## config.mk

```make
export PLATFORM = sky130hd
export DESIGN_NAME = mem_access_ctrl
export DESIGN_NICKNAME = d
export VERILOG_FILES = /design/src/rtl/mem_access_ctrl.sv
export SDC_FILE = /design/constraint.sdc
export NUM_CORES = 1
export LEC_CHECK = 0
export BUFFER_PORTS_ARGS = -buffer_cell sky130_fd_sc_hd__buf_2
export CORE_MARGIN = 2
export CORE_UTILIZATION = 44
export DETAILED_ROUTE_END_ITERATION = 16
export PLACE_DENSITY = 0.76
export REMOVE_ABC_BUFFERS = 1
export SYNTH_ARGS = -nofsm -noshare
export SYNTH_HDL_FRONTEND = slang
export SYNTH_SLANG_ARGS = --single-unit
```

## constraint.sdc

```tcl
create_clock -name clk -period 1.98 [get_ports clk]
set_clock_uncertainty 0.1 [all_clocks]
set_input_delay 0 -clock clk [delete_from_list [all_inputs] [get_ports clk]]
set_output_delay 0 -clock clk [all_outputs]
set_load 0.01 [all_outputs]
```

## src/rtl/mem_access_ctrl.sv

```systemverilog
// Burst controller between a request/write-data/read-response handshake interface
// and a single-port Data_Memory with registered MemWrite/MemRead strobes.
module mem_access_ctrl #(
   parameter int MEM_DEPTH = 16
) (
   input  logic        clk,
   input  logic        reset,
   input  logic        req_valid,
   output logic        req_ready,
   input  logic        req_write,
   input  logic [15:0] req_addr,
   input  logic [1:0]  req_len,
   input  logic        wd_valid,
   output logic        wd_ready,
   input  logic [15:0] wd_data,
   output logic        rsp_valid,
   input  logic        rsp_ready,
   output logic [15:0] rsp_data,
   output logic        rsp_last,
   output logic        busy,
   output logic        MemWrite,
   output logic        MemRead,
   output logic [15:0] Address,
   output logic [15:0] WriteData,
   input  logic [15:0] ReadData
);

   localparam int AW = (MEM_DEPTH > 1) ? $clog2(MEM_DEPTH) : 1;

   typedef enum logic [2:0] {
      IDLE,
      WR_WAIT,
      WR_DO,
      RD_ISSUE,
      RD_CAP,
      RD_HOLD
   } state_e;

   state_e        state_q;
   logic [AW-1:0] addr_q;
   logic [1:0]    count_q;
   logic [15:0]   wdata_q;
   logic [15:0]   rsp_data_q;
   logic          mem_write_q;
   logic          mem_read_q;
   logic          rsp_valid_q;
   logic          rsp_last_q;

   // Address bits above the memory size are deliberately discarded.
   logic unused_addr_hi;
   assign unused_addr_hi = ^req_addr[15:AW];

   // NOTE: every register, strobes included, is cleared by the synchronous reset so a
   // reset mid-burst leaves no strobe asserted after the reset edge.
   always_ff @(posedge clk) begin
      if (!reset) begin
         state_q     <= IDLE;
         addr_q      <= '0;
         count_q     <= '0;
         wdata_q     <= '0;
         rsp_data_q  <= '0;
         mem_write_q <= 1'b0;
         mem_read_q  <= 1'b0;
         rsp_valid_q <= 1'b0;
         rsp_last_q  <= 1'b0;
      end else begin
         // NOTE: non-blocking assignments only, so every branch reads the pre-edge state.
         case (state_q)
            IDLE: begin
               if (req_valid) begin
                  addr_q  <= req_addr[AW-1:0];
                  count_q <= req_len;
                  if (req_write) begin
                     state_q <= WR_WAIT;
                  end else begin
                     state_q    <= RD_ISSUE;
                     mem_read_q <= 1'b1;
                  end
               end
            end
            WR_WAIT: begin
               if (wd_valid) begin
                  wdata_q     <= wd_data;
                  mem_write_q <= 1'b1;
                  state_q     <= WR_DO;
               end
            end
            WR_DO: begin
               mem_write_q <= 1'b0;
               if (count_q == 2'd0) begin
                  state_q <= IDLE;
               end else begin
                  count_q <= count_q - 2'd1;
                  addr_q  <= addr_q + 1'b1;
                  state_q <= WR_WAIT;
               end
            end
            RD_ISSUE: begin
               state_q <= RD_CAP;
            end
            RD_CAP: begin
               rsp_data_q  <= ReadData;
               mem_read_q  <= 1'b0;
               rsp_valid_q <= 1'b1;
               rsp_last_q  <= (count_q == 2'd0);
               state_q     <= RD_HOLD;
            end
            RD_HOLD: begin
               if (rsp_ready) begin
                  rsp_valid_q <= 1'b0;
                  rsp_last_q  <= 1'b0;
                  if (rsp_last_q) begin
                     state_q <= IDLE;
                  end else begin
                     count_q    <= count_q - 2'd1;
                     addr_q     <= addr_q + 1'b1;
                     mem_read_q <= 1'b1;
                     state_q    <= RD_ISSUE;
                  end
               end
            end
            default: state_q <= IDLE;
         endcase
      end
   end

   // Ready signals are gated by reset so nothing is offered while reset is held.
   assign req_ready = (state_q == IDLE) && reset;
   assign wd_ready  = (state_q == WR_WAIT) && reset;
   assign busy      = (state_q != IDLE);
   assign MemWrite  = mem_write_q;
   assign MemRead   = mem_read_q;
   assign Address   = {{(16 - AW){1'b0}}, addr_q};
   assign WriteData = wdata_q;
   assign rsp_valid = rsp_valid_q;
   assign rsp_data  = rsp_data_q;
   assign rsp_last  = rsp_last_q;

endmodule

```

==> impl_metrics.toml, run 1 <==
[run_status]
status = "finished, final reports clean"

[placement]
gp_congestion = 0.800
port_buffers = 86
dp_hpwl_um = 3390
place_ws_ns = 0.150
dpl.cell_count = 379

[critical_path]
cpPeakStageDelay_ns = 0.37
start_kind = "flop"
worstRegToRegCells = 6
critPathLaunch = "count_q[0]$_SDFFE_PN0P_"
critPathTopFamily = "simple AND/OR/NAND/NOR gates"
crit_chain = "inv_1 -> ha_1 -> and2b_1 -> o211ai_4 -> and2_1 -> o311a_1"
cpMaxStageDelayCell = "o311a_1"
crit_fanout = 7
critical_path.endpoint = "count_q[1]$_SDFFE_PN0P_"
r2r_slack_ns = 0.13
cp.arrival_ns = 1.93
crit_required_ns = 2.06
worst_setup_path_end_kind = "flop"
crit_buf_inv = 1
regToRegEndpoint = "count_q[1]$_SDFFE_PN0P_"
crit_type = "reg -> reg"
r2r_start = "count_q[0]$_SDFFE_PN0P_"
cp.depth = 6

[route]
wl_per_cell_um = 12.5
drt-total-wl_um = 5310
ant_nets = 0
via_count = 2089
dr.pass1.iters = 4
via_per_inst = 4.93
drt_iter0_markers = 68
drc = 0

[sta]
period_share = 0.933
timing.final.ws_setup_ns = 0.132
fin_setup_tns_ns = 0
rsz0062_at_grt = "false"
tightestPinTransition_ns = 0.607
finalHoldViolCount = 0
slew_violations = 0
relSlewSlack = 0.594
min_period_ns = 1.85
setup_violations = 0
fmax_mhz = 541

[power_and_ir_drop]
leakage_nw = 1.32
p_sw_mw = 0.517
p_int_mw = 1.42
pwr_density_cell_nw_per_um2 = 668
combPwrFrac = 0.206
ir_drop_v = 0.000353
p_seq_frac = 0.506
p_clk_frac = 0.287
swShare = 0.267
power_mw = 1.94

[clock_tree]
clock_path_buffers = 2
post-cts-setup-buffer-count = 0
cts-resized-gates = 0
cts_made_buffers = 5
htree_levels = 2
cts_hold_buf = 38
clk-insertion-delay-late_ns = 0.29
cts.sinks = 45
cts_tree = "yes"
cts.clk_slew.worst_paths_ns = 0.07
cts_root_buffer = "clkbuf_8"

[grt]
grt_usage = 0.207
grt_pass1_wl_um = 8470
grt_antenna_before_repair = 0
grt_pass1_vias = 2026
grt_max_degree = 32
overflow = 0

[yosys]
synth_ff_type = "dfxtp_1"
ys_top_cells_by_area = "dfxtp_1, nand2_1, a21oi_1, buf_4, buf_2"
yosys.area.top_type_share = 0.448
syn_inst = 250
ys_ff_latch = 45
synth-async-reset-ratio = 0
synth_area_um2 = 2010
synth.yosys.seq_area_share = 0.448
avgSynthCellArea_um2 = 8.05
ys_types = 40
yosysTopAreaCell = "dfxtp_1"
yosys_warnings = 0
synth_enable_flop_cells = 0

[finish]
layout_commonest_cell = "buf_2"
n_fill_cell = 356
drive_gt1_frac = 0.282
area_delta_synth_final_pct = 44.2
mostFrequentLayoutCells = "buf_2, nand2_1, dfxtp_1, a21oi_1, dlygate4sd3_1"
final_nets = 430
diodes = 0
post_layout_nonfiller_instances = 424

[die]
io_pins = 111
rows = 24
start_util = 0.459
dieArea_um2 = 5130
die_x_um = 71.6
fp.dieH_um = 71.6
core_um2 = 4380

[min_path]
min-delay-start = "req_len[0]"
hold_path.class = "in -> reg"
whs_path_depth = 4

[flow_run]
drv_cap = 0
==> final cells by class <==
| type | instances | area (um^2) | share of cell area |
|---|---|---|---|
| clock buffer | 7 | 86.3 | 0.0298 |
| inverter | 6 | 22.5 | 0.00777 |
| multi-input combinational | 185 | 977 | 0.337 |
| sequential | 45 | 901 | 0.311 |
| tap | 52 | 65.1 | 0.0224 |
| timing repair buffer | 129 | 848 | 0.292 |
==> flip-flops by register name (all words and copies together) (netlist names) <==
name / cells
rsp_data: 16
WriteData: 16
MemWrite: 1
MemRead: 1
addr_q: 4
rsp_last: 1
count_q: 2
rsp_valid: 1
state_q: 3
==> layer usage <==
metal  vias up  wire length [um]  global-route usage
li1       1064                 -                   -
met1       932              2110               0.229
met2        82              2780               0.378
met3        11               294              0.0309
met4         0               134               0.115
met5         -                 0                   0
==> tightest hold or removal path, stage by stage <==
cell,delay [ns]
buf_2,0.09
nand3_1,0.06
nand2_1,0.06
o221a_1,0.18
==> metrics by stage <==
stage	util	hold WS [ns]	instance area (um^2)
after floorplan	-	0.0175	1900
after global placement	0.555	0.140	2430
after detailed placement	0.555	0.146	2430
after CTS	0.662	0.0178	2900
after global routing	0.662	0.0583	2900
final	0.662	0.0281	2900
==> synth_stat cells, drive strengths merged (3+ instances only) <==
master,n
a21oi,43
a2bb2oi,3
and2b,3
and3,3
buf,21
clkbuf,4
dfxtp,45
inv,5
nand2,76
nand3,5
nor2,7
nor3,4
o21ai,4
==> power by group through the flow <==
stage | combinational, mW | sequential, mW | clock [mW]
floorplan | 0.180 | 1.02 | 0
global route | 0.442 | 0.988 | 0.598
CTS | 0.398 | 0.981 | 0.576
global placement | 0.333 | 1.00 | 0
finish | 0.400 | 0.982 | 0.557
detailed placement | 0.340 | 1.00 | 0
==> cell families after synthesis <==
kind of cell	Yosys count	share of synthesized area
other	1	0.00186
AOI/OAI and AO/OA	63	0.201
and+or+nand+nor	106	0.239
buffers and inverters	31	0.0871
muxes	2	0.00995
adders and majority gates	2	0.0124
DFF	45	0.448
==> how the worst min path moves through the flow <==
stage                                endpoint  slack [ns]
floorplan             state_q[1]$_SDFFE_PN0P_        0.02
global placement    WriteData[7]$_SDFFE_PN0P_        0.14
detailed placement  WriteData[7]$_SDFFE_PN0P_        0.15
CTS                   count_q[0]$_SDFFE_PN0P_        0.02
global route          count_q[0]$_SDFFE_PN0P_        0.06
finish                count_q[0]$_SDFFE_PN0P_        0.03
(Power assumes the default switching activity.)
==> inputs of run 2 (changes only) <==
Settings changed: ABC_AREA set to 1.
==> run 2 against run 1 <==
- non-clock buffer count stayed put
- critical endpoint is now WriteData[3]$_SDFFE_PN0P_
- final cell count is 8.5% higher
- register-to-register slack better by 0.24 ns
- sequential cell count stayed put
- first-iteration DRC count is 71% higher
- via count is 0.91% higher
- clock power is 3% lower
- synthesized area is 0.12% higher
==> impl_metrics.toml, run 2 <==
[run_status]
status = "finished, final reports clean"

[power_and_ir_drop]
leakage_nw = 1.46
p_seq_frac = 0.413
combPwrFrac = 0.410
ir_drop_v = 0.000569
p_int_mw = 1.86
pwr_density_cell_nw_per_um2 = 1050
p_clk_frac = 0.177
swShare = 0.390
p_sw_mw = 1.19

[sta]
fmax_mhz = 624
finalHoldViolCount = 0
min_period_ns = 1.60
fin_setup_tns_ns = 0
rsz0062_at_grt = "false"
period_share = 0.810
setup_violations = 0
slew_violations = 0

[die]
io_pins = 111
fp.dieH_um = 71.7
start_util = 0.459
die_x_um = 71.7
core_um2 = 4380
dieArea_um2 = 5140
rows = 24

[critical_path]
worst_setup_path_end_kind = "flop"
crit_type = "reg -> reg"
crit_chain = "inv_2 -> nor2_2 -> nand3_4 -> o21ai_0 -> nor2_1"
cp.arrival_ns = 1.69
cpPeakStageDelay_ns = 0.46
start_kind = "flop"
cpMaxStageDelayCell = "dfxtp_1"
crit_fanout = 18
crit_required_ns = 2.06

[yosys]
ys_ff_latch = 45
yosysTopAreaCell = "dfxtp_1"
synth_ff_type = "dfxtp_1"
synth_enable_flop_cells = 0
synth-async-reset-ratio = 0
synth_common_cells = "nor2_1, nand2_1, dfxtp_1"
ys_top_cells_by_area = "dfxtp_1, nor2_1, nand2_1, o21ai_0, buf_4"
yosys.area.top_type_share = 0.447
avgSynthCellArea_um2 = 7.14
syn_inst = 282
yosys_warnings = 0
synth.yosys.seq_area_share = 0.447
synth_area_um2 = 2010
yosysMostFrequentCell = "nor2_1"
ys_types = 26

[clock_tree]
cts.sinks = 45
cts_root_buffer = "clkbuf_8"
htree_levels = 2
cts-resized-gates = 0
cts_tree = "yes"
cts_made_buffers = 5
cts.clk_slew.worst_paths_ns = 0.08
clk-insertion-delay-late_ns = 0.29
clock_path_buffers = 2

[finish]
n_fill_cell = 397
final_nets = 465
utilization = 0.660
mostFrequentLayoutCells = "buf_2, nor2_1, nand2_1, dfxtp_1, dlygate4sd3_1"
drive_gt1_frac = 0.270
diodes = 0
area_delta_synth_final_pct = 43.7
post_layout_nonfiller_instances = 460
layout_commonest_cell = "buf_2"

[grt]
grt_pass1_vias = 2042
grt_usage = 0.206
grt_max_degree = 24
grt_pass1_wl_um = 8590
grt_antenna_before_repair = 0
overflow = 0

[route]
wl_per_cell_um = 10.9
ant_nets = 0
dr.pass1.iters = 4
via_count = 2108
drt_iter0_markers = 116
drt-total-wl_um = 5020
via_per_inst = 4.58
drc = 0

[placement]
port_buffers = 86
dpl.cell_count = 411
dp_hpwl_um = 3230
gp_congestion = 0.885

[min_path]
hold_path.class = "in -> reg"

[flow_run]
drv_cap = 0
-- run 2: cell type report --
type / count / area, um^2 / area share
Sequential cell: 45 / 901 / 0.311
Timing Repair Buffer: 129 / 856 / 0.296
Clock inverter: 2 / 10.0 / 0.00346
Tap cell: 52 / 65.1 / 0.0225
Clock buffer: 6 / 72.6 / 0.0251
Inverter: 19 / 76.3 / 0.0264
Multi-Input combinational cell: 207 / 915 / 0.316
-- run 2: worst max-delay path: cells and delay by family, from the launching register on --
family | cells | cell delay (ns)
simple gates | 3 | 0.54
flops | 1 | 0.46
compound gates | 1 | 0.30
buf+inv | 1 | 0.09
-- run 2: power groups by stage --
stage          Clock [mW]  Combinational [mW]  Sequential (mW)
2_1_floorplan           0               0.731             1.34
3_3_place_gp            0                1.17             1.27
3_5_place_dp            0                1.19             1.28
4_1_cts             0.559                1.25             1.26
5_1_grt             0.585                1.46             1.28
6_report            0.541                1.25             1.26
-- run 2: cells by family after synthesis --
logic type                 count (synthesis)  synth area share
DFF                                       45             0.447
adders and majority gates                  2            0.0124
buffers and inverters                     41             0.119
and+or+nand+nor                          150             0.309
AOI/OAI and AO/OA                         42             0.106
xor gates and xnor gates                   1           0.00435
other                                      1           0.00186
-- run 2: timing repair --
item / CTS / global route
hold buffers: 41 / 0
endpoints found under the setup margin: 0 / 0
endpoints found under the hold margin: 43 / 0
setup buffers: 0 / 0
-- run 2: final timing paths --
| path | from | to | slack, ns | cells past startpoint |
|---|---|---|---|---|
| setup / recovery | state_q[0]$_SDFFE_PN0P_ | WriteData[3]$_SDFFE_PN0P_ | 0.38 | 5 |
| hold / removal | wd_valid | state_q[0]$_SDFFE_PN0P_ | 0.008 | 4 |
| setup reg to reg | state_q[0]$_SDFFE_PN0P_ | WriteData[3]$_SDFFE_PN0P_ | 0.38 | 5 |
| hold reg to reg | rsp_valid$_SDFFE_PN0P_ | rsp_valid$_SDFFE_PN0P_ | 0.36 | 2 |
-- run 2: metal layers --
layer	vias up	track usage	wire length [um]
met5	-	0	0
met4	0	0.0818	78
met3	8	0.0408	262
met2	70	0.388	2570
met1	915	0.225	2110
li1	1115	-	-
-- run 2: stage by stage --
stage                     total power, mW  hold WS (ns)  worst slack, ns  cell area [um^2]
after floorplan                      2.07        0.0204            0.587              1890
after global placement               2.44         0.138            0.451              2400
after detailed placement             2.47         0.148            0.434              2400
after CTS                            3.07       0.00397            0.416              2900
after global routing                 3.33        0.0761            0.188              2900
final                                3.05       0.00786            0.377              2900
==> inputs of run 3 (changes only) <==
Clock period 1.98 ns to 1.5 ns, I/O delays scaled along.
==> run 3 against run 2 <==
- the run now ends with hold timing left
- count of clock-buffer cells in the layout grew 1
- clock power up 75%
- largest cell class unchanged
- fmax increased by 12%
- global-route usage down 0.16 points
- die area is the same
- worst setup slack got worse by 0.31 ns
- utilization increased by 2.9 points
- first-iteration DRC count grew 11%
- sequential cell count unchanged
- power grew 47%
==> impl_metrics.toml, run 3 (same netlist as run 2, synthesis figures left out) <==
[critical_path]
critical_path.endpoint = "addr_q[2]$_SDFFE_PN0P_"
crit_required_ns = 1.60
worst_setup_path_end_kind = "flop"
r2r_slack_ns = 0.07
crit_fanout = 6
cpPeakStageDelay_ns = 0.35
worstRegToRegCells = 9
crit_chain = "buf_6 -> inv_2 -> nand3_2 -> nor2_2 -> nor2_4 -> nand2_2 -> nand2_1 -> nand2_1 -> nor2_1"
start_kind = "flop"
critPathLaunch = "state_q[1]$_SDFFE_PN0P_"
cp.arrival_ns = 1.53
regToRegEndpoint = "addr_q[2]$_SDFFE_PN0P_"
cpMaxStageDelayCell = "dfxtp_2"
r2r_start = "state_q[1]$_SDFFE_PN0P_"
worst_path_most_repeated_cell = "nand2_1"
crit_type = "reg -> reg"

[route]
via_per_inst = 4.67
via_count = 2171
drt_iter0_markers = 129
dr.pass1.iters = 4
drt-total-wl_um = 5500
wl_per_cell_um = 11.8
ant_nets = 0
drc = 0

[sta]
finalHoldViolCount = 1
min_period_ns = 1.43
fin_hold_ws_ns = -0.00313
period_share = 0.954
fin_setup_tns_ns = 0
slew_violations = 0
setup_violations = 0
fmax_mhz = 699

[die]
dieArea_um2 = 5140
core_um2 = 4380
die_x_um = 71.7
start_util = 0.459
io_pins = 111
fp.dieH_um = 71.7
rows = 24

[grt]
top_usage_layer = "met2"
grt_util_met1 = 0.233
overflow = 0
grt_usage = 0.205
grt_pass1_wl_um = 8250
grt_max_degree = 24
grt_use_met3 = 0.0478
grt_pass1_vias = 1942
grt_antenna_before_repair = 0
grt.met2_usage = 0.371

[power_and_ir_drop]
leakage_nw = 1.50
power_mw = 4.49
pwr_density_cell_nw_per_um2 = 1490
ir_drop_v = 0.000731

[finish]
final_nets = 470
drive_gt1_frac = 0.295
area_delta_synth_final_pct = 49.9
seqCellArea_um2 = 907
utilization = 0.689
n_fill_cell = 368
diodes = 0
multiInputGateArea_um2 = 966
mostFrequentLayoutCells = "buf_2, nor2_1, nand2_1, dfxtp_1, dlygate4sd3_1"
layout_commonest_cell = "buf_2"

[flow_run]
drv_cap = 0

[clock_tree]
cts_root_buffer = "clkbuf_8"
cts.clk_slew.worst_paths_ns = 0.09
clk-insertion-delay-late_ns = 0.30
cts.sinks = 45
htree_levels = 2
clock_path_buffers = 2
cts_made_buffers = 5
cts_tree = "yes"
post-cts-setup-buffer-count = 0

[placement]
dp_hpwl_um = 3280
gp_congestion = 0.946
port_buffers = 86

[min_path]
hold_path.class = "in -> reg"
whs_path_depth = 5

[run_status]
violations = "hold timing"
status = "complete, but fails checks"
==> run 3: report_power, final <==
group          leakage [nW]  total [mW]  switching [mW]  internal (mW)
Sequential            0.368        1.67           0.194           1.48
Combinational          1.08        1.87            1.11          0.758
Clock                0.0585       0.948           0.405          0.543
Total                  1.50        4.49            1.71           2.78
==> run 3: worst min-delay path by stage <==
| stage | start | to | slack [ns] |
|---|---|---|---|
| 4_1_cts | req_valid | MemRead$_SDFFE_PN0P_ | 0.0006 |
| 6_report | req_valid | MemRead$_SDFFE_PN0P_ | -0.003 |
| 3_5_place_dp | wd_data[15] | WriteData[15]$_SDFFE_PN0P_ | 0.15 |
| 3_3_place_gp | wd_data[11] | WriteData[11]$_SDFFE_PN0P_ | 0.14 |
| 5_1_grt | req_valid | MemRead$_SDFFE_PN0P_ | 0.03 |
| 2_1_floorplan | reset | addr_q[1]$_SDFFE_PN0P_ | 0.02 |
==> run 3: through the flow <==
stage / std cells / area (um^2) / setup WS (ns)
after floorplan: 271 / 1890 / 0.107
after global placement: 414 / 2420 / 0.0445
after detailed placement: 414 / 2420 / -0.00187
after CTS: 464 / 2970 / 0.00677
after global routing: 465 / 3020 / -0.0278
final: 465 / 3020 / 0.0691
==> run 3: area by class of cell <==
| type | count | area share |
|---|---|---|
| tap | 52 | 0.0215 |
| clock buffer | 7 | 0.0286 |
| multi-input combinational | 209 | 0.320 |
| clock inverter | 1 | 0.00994 |
| sequential | 45 | 0.300 |
| timing repair buffer | 132 | 0.293 |
| inverter | 19 | 0.0269 |
==> run 3: per-layer routing <==
| layer | part of all wire | up-vias |
|---|---|---|
| li1 | - | 1122 |
| met5 | 0 | - |
| met2 | 0.51 | 80 |
| met3 | 0.052 | 10 |
| met4 | 0.019 | 0 |
| met1 | 0.42 | 959 |
==> run 3: critical path: cells and delay by family (launching register included) <==
family / cells / cell delay, ns
buffers and inverters: 2 / 0.19
and+or+nand+nor: 7 / 0.68
DFF: 1 / 0.35
==> run 3: what timing repair did <==
action / CTS / global route
resized for setup: 1 / 16
endpoints found under the setup margin: 4 / 42
gates cloned: 1 / 1
endpoints found under the hold margin: 44 / 0
pin swaps: 1 / 4
hold buffers: 41 / 0
